**config.mk**
```make
export PLATFORM = sky130hd
export DESIGN_NAME = alu_status_unit
export DESIGN_NICKNAME = d
export VERILOG_FILES = /design/src/rtl/alu_status_unit.sv
export SDC_FILE = /design/constraint.sdc
export NUM_CORES = 1
export LEC_CHECK = 0
export ABC_AREA = 0
export CORE_MARGIN = 1
export CORE_UTILIZATION = 50
export CTS_CLUSTER_SIZE = 40
export DETAILED_ROUTE_END_ITERATION = 16
export HOLD_SLACK_MARGIN = 0.05
export PLACE_DENSITY = 0.86
export SLEW_MARGIN = 10
export SYNTH_ARGS = -nofsm -noshare
export SYNTH_HDL_FRONTEND = slang
export SYNTH_SLANG_ARGS = --single-unit
```
**constraint.sdc**
```tcl
create_clock -name clk -period 6.8 [get_ports clk]
set_input_delay 1.36 -clock clk [delete_from_list [all_inputs] [get_ports clk]]
set_output_delay 1.36 -clock clk [all_outputs]
set_load 0.05 [all_outputs]
```
**src/rtl/alu_status_unit.sv**
```systemverilog
// ALU status unit: captures ALU results and S/Z/C/V flags, feeds the stored carry back
// to the ALU, evaluates branch condition codes and keeps a small flag stack for
// interrupt entry/exit.
module alu_status_unit #(
    parameter int unsigned WIDTH = 16,
    parameter int unsigned DEPTH = 4
) (
    input  logic             clk,
    input  logic             reset,
    input  logic             alu_valid,
    input  logic [WIDTH-1:0] ALU_result,
    input  logic             S,
    input  logic             Z,
    input  logic             C,
    input  logic             V,
    input  logic [3:0]       flag_we,
    input  logic             z_chain,
    input  logic             cond_eval,
    input  logic [3:0]       cond,
    input  logic             push,
    input  logic             pop,
    output logic             C_in,
    output logic [3:0]       flags,
    output logic [WIDTH-1:0] result_q,
    output logic             result_valid,
    output logic             cond_true,
    output logic             cond_valid,
    output logic             stack_empty,
    output logic             stack_full,
    output logic             stack_err
);

    localparam int unsigned SpW  = $clog2(DEPTH) + 1;
    localparam int unsigned IdxW = (DEPTH > 1) ? $clog2(DEPTH) : 1;
    localparam logic [SpW-1:0] SpFull = SpW'(DEPTH);

    typedef enum logic [3:0] {
        CcAl, CcEq, CcNe, CcCs, CcCc, CcMi, CcPl, CcVs,
        CcVc, CcHi, CcLs, CcGe, CcLt, CcGt, CcLe, CcNv
    } cond_e;

    // Flag vector layout is {S, Z, C, V}.
    logic [3:0]       flags_q, flags_d, alu_flags;
    logic [3:0]       stack_q [DEPTH];
    logic [SpW-1:0]   sp_q, sp_d;
    logic [IdxW-1:0]  top_idx, wr_idx;
    logic             stack_we;
    logic             err_d, err_q;
    logic             empty_q, full_q;
    logic [WIDTH-1:0] result_r;
    logic             rvalid_q, ctrue_q, cvalid_q, cond_hit;
    logic             sp_zero, sp_full;

    assign sp_zero = (sp_q == '0);
    assign sp_full = (sp_q == SpFull);
    assign top_idx = IdxW'(sp_q - SpW'(1));

    // Masked ALU flag merge; z_chain ANDs the new Z into the stored one.
    always_comb begin
        alu_flags = flags_q;
        if (flag_we[3]) alu_flags[3] = S;
        if (flag_we[2]) alu_flags[2] = z_chain ? (flags_q[2] & Z) : Z;
        if (flag_we[1]) alu_flags[1] = C;
        if (flag_we[0]) alu_flags[0] = V;
    end

    // Flag / stack-pointer next state; pop outranks an ALU capture on the flags.
    always_comb begin
        flags_d  = flags_q;
        sp_d     = sp_q;
        err_d    = err_q;
        stack_we = 1'b0;
        wr_idx   = IdxW'(sp_q);
        if (push && pop) begin
            stack_we = 1'b1;
            if (sp_zero) begin
                // Nothing to replace: acts as a plain push, so a capture still lands.
                sp_d = SpW'(1);
                if (alu_valid) flags_d = alu_flags;
            end else begin
                // Replace the top entry; stored flags are left as they are.
                wr_idx = top_idx;
            end
        end else if (pop) begin
            if (sp_zero) begin
                err_d = 1'b1;
            end else begin
                flags_d = stack_q[top_idx];
                sp_d    = sp_q - SpW'(1);
            end
        end else begin
            if (push) begin
                if (sp_full) begin
                    err_d = 1'b1;
                end else begin
                    stack_we = 1'b1;
                    sp_d     = sp_q + SpW'(1);
                end
            end
            if (alu_valid) flags_d = alu_flags;
        end
    end

    // Condition code evaluation against the currently stored flags.
    always_comb begin
        cond_hit = 1'b0;
        unique case (cond_e'(cond))
            CcAl: cond_hit = 1'b1;
            CcEq: cond_hit = flags_q[2];
            CcNe: cond_hit = !flags_q[2];
            CcCs: cond_hit = flags_q[1];
            CcCc: cond_hit = !flags_q[1];
            CcMi: cond_hit = flags_q[3];
            CcPl: cond_hit = !flags_q[3];
            CcVs: cond_hit = flags_q[0];
            CcVc: cond_hit = !flags_q[0];
            CcHi: cond_hit = flags_q[1] && !flags_q[2];
            CcLs: cond_hit = !flags_q[1] || flags_q[2];
            CcGe: cond_hit = (flags_q[3] == flags_q[0]);
            CcLt: cond_hit = (flags_q[3] != flags_q[0]);
            CcGt: cond_hit = !flags_q[2] && (flags_q[3] == flags_q[0]);
            CcLe: cond_hit = flags_q[2] || (flags_q[3] != flags_q[0]);
            CcNv: cond_hit = 1'b0;
            default: cond_hit = 1'b0;
        endcase
    end

    // Status, result and condition registers with synchronous reset.
    always_ff @(posedge clk) begin
        if (reset) begin
            flags_q  <= '0;
            sp_q     <= '0;
            err_q    <= 1'b0;
            empty_q  <= 1'b1;
            full_q   <= 1'b0;
            result_r <= '0;
            rvalid_q <= 1'b0;
            ctrue_q  <= 1'b0;
            cvalid_q <= 1'b0;
        end else begin
            flags_q  <= flags_d;
            sp_q     <= sp_d;
            err_q    <= err_d;
            empty_q  <= (sp_d == '0);
            full_q   <= (sp_d == SpFull);
            rvalid_q <= alu_valid;
            cvalid_q <= cond_eval;
            if (alu_valid) result_r <= ALU_result;
            if (cond_eval) ctrue_q <= cond_hit;
        end
    end

    // Stack storage; contents are don't-care after reset, so no reset here.
    always_ff @(posedge clk) begin
        if (!reset && stack_we) stack_q[wr_idx] <= flags_q;
    end

    assign C_in         = flags_q[1];
    assign flags        = flags_q;
    assign result_q     = result_r;
    assign result_valid = rvalid_q;
    assign cond_true    = ctrue_q;
    assign cond_valid   = cvalid_q;
    assign stack_empty  = empty_q;
    assign stack_full   = full_q;
    assign stack_err    = err_q;

endmodule

```
==> flow_summary.ini, run 1 <==
[outcome]
outcome = complete, no violations

[final_layout]
area_growth_pct = 33.10
n_fill_cell = 318
insertedDiodeCount = 0
drive_above_1_share_pct = 6.130
finalNetCount = 299

[cts]
root_buffer = clkbuf_8
clock_path_buffers = 2
ctsHoldBuffers = 0
cts_tree = done
cts_num_sinks = 45
post_cts_buffers = 0
cts_made_buffers = 5
path_clk_slew_ns = 0.09
worstSkewPairLatency_ns = 0.31
cts_resized = 0
htree_levels = 2

[synth]
synth-seq-area-share_pct = 50.30
synth_nets = 244
syn_inst = 205
synth_edf_count = 16
synth_area_leaders = dfxtp_1, edfxtp_1, mux2i_1
yosys_most_used_dff = dfxtp_1
syn_avg_cell_area_um2 = 10.29
post-synth-top-count-cell = nor2_1
synth_area_leader_cell = dfxtp_1
netlist_area_um2 = 2110
async_reset_ff_share_pct = 0
synth.top_cells.by_count = nor2_1, dfxtp_1, mux2i_1
synth_seq_cells = 45
yosysWarnings = 0
yosys.area.top_type_share_pct = 27.52
synth_cell_types = 42

[timing]
fin_skew_ns = 0.006577
hold_violations = 0
period_needed_ns = 3.211
holdWs_ns = 0.5007
worst_pin_slew_ns = 1.152
rsz0062_at_grt = false
setup_viol = 0
fin_setup_tns_ns = 0
layout_worst_path_cycle_share_pct = 47.22
max_freq_mhz = 311.5
maxSlewViolCount = 0
slew_headroom_pct = 22.93

[power_and_ir_drop]
power_density_nw_per_um2 = 252.3
vdd_drop_max_v = 0.0001786
p_leak_nw = 1.065

[drt]
routed_wl_mm = 4.750
dr.pass1.iters = 4
drt-initial-drc-count = 129
routed_via_density = 5.566
vias = 1731
wl_per_cell_um = 15.27
ant_nets = 0
drc = 0

[placement]
gp_congestion = 0.7607
dp_hpwl_mm = 3.305
io_buffers = 61

[worst_setup_path]
cpPeakStageDelay_ns = 0.90
crit_family = buffers and inverters
critPathMaxFanout = 14
rr_worst_depth = 7
arrival_ns = 1.85
start_kind = flip-flop
crit_slowest_cell = clkdlybuf4s50_1
rr_startpoint = sp_q[0]$_SDFF_PP0_
worstSetupEndpointType = output pin
worstPathRequired_ns = 5.44
worstReg2RegEnd = stack_q[0][3]$_DFFE_PP_
r2r_slack_ns = 4.07
worstSetupPathType = reg -> out
cp_num_buf_inv = 1
cp_cell_sequence = clkdlybuf4s50_1

[min_path]
hold_class = reg -> reg
holdPathEnd = result_q[11]$_SDFFE_PP0P_
hold_depth = 2
hold_path.startpoint = result_q[11]$_SDFFE_PP0P_

[floorplan]
rows = 23
ios = 62
die_h_um = 66.96
die_w_um = 66.96
start_util_pct = 52.36
core_region_area_um2 = 4029
dieArea_um2 = 4483

[global_route]
grt.overflow.total = 0
antenna_found_initial = 0
grt_max_degree = 32
first_global_vias = 1539
grt_pass1_wl_mm = 7.396
gr-usage-all-layers_pct = 23.06

[flow_run]
cap_viol_max_count = 0
[cell type report]
type,instances,area [um^2],area share (%)
clock buffers,5,68.82,2.451
clock inverters,3,21.27,0.7576
inverters,5,18.77,0.6684
multi-input cells,141,957.2,34.09
flip-flops and latches,45,1061,37.79
well taps,50,62.56,2.228
repair buffers,62,618.1,22.01
[kinds of logic after synthesis]
family / share of synthesized area [%]
and+or+nand+nor: 14.71
buffers and inverters: 4.329
muxes: 14.29
adders and majority gates: 2.373
DFF: 50.30
AOI/OAI and AO/OA: 12.75
xor gates and xnor gates: 1.246
[power breakdown]
part           leakage [nW]  internal, W  switching (W)  total [W]
clock network        0.0445    0.0000729      0.0000961   0.000169
registers             0.388     0.000303      0.0000240   0.000328
logic                 0.633    0.0000903       0.000122   0.000212
[metrics by stage]
step	area, um^2	worst slack (ns)	utilization, %	power (W)	cells
2_1_floorplan	2110	4.191	-	0.0004733	205
3_3_place_gp	2718	3.446	67.45	0.0005381	303
3_5_place_dp	2718	3.355	67.45	0.0005439	303
4_1_cts	2808	3.611	69.69	0.0007101	311
5_1_grt	2808	3.487	69.69	0.0007438	311
6_report	2808	3.589	69.69	0.0007084	311
[cells in the final DEF (no fill, tap or decap), drive strengths merged, types with 2 or more instances in the layout]
cell           count
o21a               2
a211oi             3
inv                6
ha                 4
dfxtp             29
xnor2              3
nand3b             2
clkdlybuf4s50     61
mux2i             20
nand3              5
a21oi             10
a211o              2
o22ai              2
nand2b             2
nor2b              4
mux4               4
edfxtp            16
o21ai              8
nand2             17
nor4               2
nor2              32
a311oi             2
clkbuf             5
o211ai             2
[flip-flops by register name, summed over array words and instances, names as in the netlist]
signal	flops
cond_true	1
cond_valid	1
flags	4
result_q	16
result_valid	1
sp_q	3
stack_empty	1
stack_err	1
stack_full	1
stack_q	16
[metal layers]
metal  track usage (%)  up-vias  wire length, um
met5                 0        -                0
met2             37.25       74             2286
met1             28.97      805             2093
met4             7.979        0               57
li1                  -      847                -
met3             7.021        5              313
[how the worst max path moves through the flow]
| stage | from | to | slack (ns) | cells past startpoint |
|---|---|---|---|---|
| 4_1_cts | flags[3]$_SDFFE_PP0P_ | flags[3] | 3.61 | 1 |
| 3_5_place_dp | pop | stack_q[0][3]$_DFFE_PP_ | 3.35 | 5 |
| 3_3_place_gp | pop | stack_q[2][0]$_DFFE_PP_ | 3.45 | 4 |
| 2_1_floorplan | pop | stack_q[2][0]$_DFFE_PP_ | 4.19 | 4 |
| 6_report | flags[3]$_SDFFE_PP0P_ | flags[3] | 3.59 | 1 |
| 5_1_grt | alu_valid | flags[2]$_SDFFE_PP0P_ | 3.49 | 5 |
Power figures use the tool's default switching activity.
==> inputs of run 2 (changes only) <==
CORE_UTILIZATION = 47   (was 50)
PLACE_DENSITY = 0.82   (was 0.86)
clock period = 3.36 ns   (was 6.8 ns; I/O delays follow)
==> flow_summary.ini, run 2 (same netlist as run 1, synthesis figures left out) <==
[final_layout]
area_growth_pct = 34.22
n_fill_cell = 325
multi_input_area_um2 = 957.2
seq_area_um2 = 1061
mostFrequentLayoutCells = clkdlybuf4s50_1, nor2_1, dfxtp_1, mux2i_1, nand2_1
insertedDiodeCount = 0
final_common_cell = clkdlybuf4s50_1
final_core_util_pct = 68.33
finalNetCount = 300
final_cells = 312
drive_above_1_share_pct = 6.107

[timing]
worst_pin_slew_ns = 0.5741
fin_setup_tns_ns = 0
rsz0062_at_grt = false
setup_viol = 0
hold_violations = 0
period_needed_ns = 2.657
slew_headroom_pct = 61.61
layout_setup_ws_ns = 0.7027
fin_skew_ns = 0.008368
max_freq_mhz = 376.3
layout_worst_path_cycle_share_pct = 79.08
maxSlewViolCount = 0

[global_route]
grt.overflow.total = 0
grt_max_degree = 26
first_global_vias = 1581
grt_pass1_wl_mm = 7.403
gr-usage-all-layers_pct = 22.41
antenna_found_initial = 0

[cts]
cts_made_buffers = 5
htree_levels = 2
worstSkewPairLatency_ns = 0.30
ctsHoldBuffers = 0
cts_resized = 0
cts_tree = done
path_clk_slew_ns = 0.09
clock_path_buffers = 2
cts_num_sinks = 45
post_cts_buffers = 0
root_buffer = clkbuf_8

[worst_setup_path]
worstSetupPathType = reg -> reg
arrival_ns = 2.63
cp_cell_sequence = inv_1, ha_1, nand2b_1, ha_1, a22oi_1, or3b_2, nor2_1
cpPeakStageDelay_ns = 0.57
cp_num_buf_inv = 1
worstSetupEndpointType = flip-flop
worstPathRequired_ns = 3.33
critPathMaxFanout = 8
r2r_slack_ns = 0.70
crit_family = simple AND/OR/NAND/NOR gates
start_kind = flip-flop
crit_slowest_cell = dfxtp_1
cpMostUsedCell = ha_1

[min_path]
hold_class = reg -> reg

[drt]
dr.pass1.iters = 4
wl_per_cell_um = 15.72
ant_nets = 0
met3_wirelength_um = 338
routed_via_density = 5.535
top_layer = met4
drt-initial-drc-count = 155
routed_wl_mm = 4.904
vias = 1727
wl_met2_mm = 2.411
wl_met1_mm = 2.068
drc = 0

[outcome]
outcome = complete, no violations

[floorplan]
ios = 62
die_w_um = 69.00
die_h_um = 69.00
start_util_pct = 50.91
core_region_area_um2 = 4144
dieArea_um2 = 4760
rows = 23

[power_and_ir_drop]
power_density_nw_per_um2 = 518.2
p_leak_nw = 1.079
vdd_drop_max_v = 0.0003233

[placement]
post-place-cells = 304
gp_congestion = 0.8293
io_buffers = 61
pre_cts_slack_ns = 0.6382
dp_hpwl_mm = 3.507

[flow_run]
cap_viol_max_count = 0
## run 2: cell count changes in the layout (fill, tap and decap cells not counted), sizes merged
cell      before  now
buf            1    2
clkbuf         5    7
clkinvlp       1    0
inv            6    5
## run 2: final cells by class
type / count / share of cell area (%)
flip-flops and latches: 45 / 37.47
multi-input cells: 141 / 33.80
repair buffers: 63 / 22.09
clock buffers: 7 / 3.447
well taps: 50 / 2.209
inverters: 5 / 0.6628
clock inverters: 1 / 0.3093
## run 2: per-stage QoR
| step | hold WS (ns) | power [W] | area, um^2 |
|---|---|---|---|
| 6_report | 0.4837 | 0.001467 | 2831 |
| 5_1_grt | 0.5323 | 0.001540 | 2831 |
| 4_1_cts | 0.4863 | 0.001476 | 2831 |
| 3_5_place_dp | 0.4639 | 0.001101 | 2725 |
| 3_3_place_gp | 0.4662 | 0.001092 | 2725 |
| 2_1_floorplan | 0.6371 | 0.0009578 | 2110 |
## run 2: power breakdown
part	internal [W]	switching [W]	total [W]	leakage, nW
clock network	0.000193	0.000184	0.000378	0.0536
registers	0.000614	0.0000493	0.000664	0.388
logic	0.000182	0.000244	0.000426	0.638
## run 2: final timing paths
check | startpoint | to | cells past startpoint
max | sp_q[0]$_SDFF_PP0_ | stack_q[2][3]$_DFFE_PP_ | 7
min | stack_err$_SDFFE_PP0P_ | stack_err$_SDFFE_PP0P_ | 2
min reg2reg | stack_err$_SDFFE_PP0P_ | stack_err$_SDFFE_PP0P_ | 2
max reg2reg | sp_q[0]$_SDFF_PP0_ | stack_q[2][3]$_DFFE_PP_ | 7
## run 2: worst min-delay path: stages (launching register included)
cell	delay (ns)
dfxtp_1	0.34
a21oi_1	0.05
nor2_1	0.07
## run 2: routing by layer
layer	GRT usage, %	up-vias
met5	0	-
met4	8.418	0
met3	6.908	7
met2	37.62	67
met1	26.74	798
li1	-	855
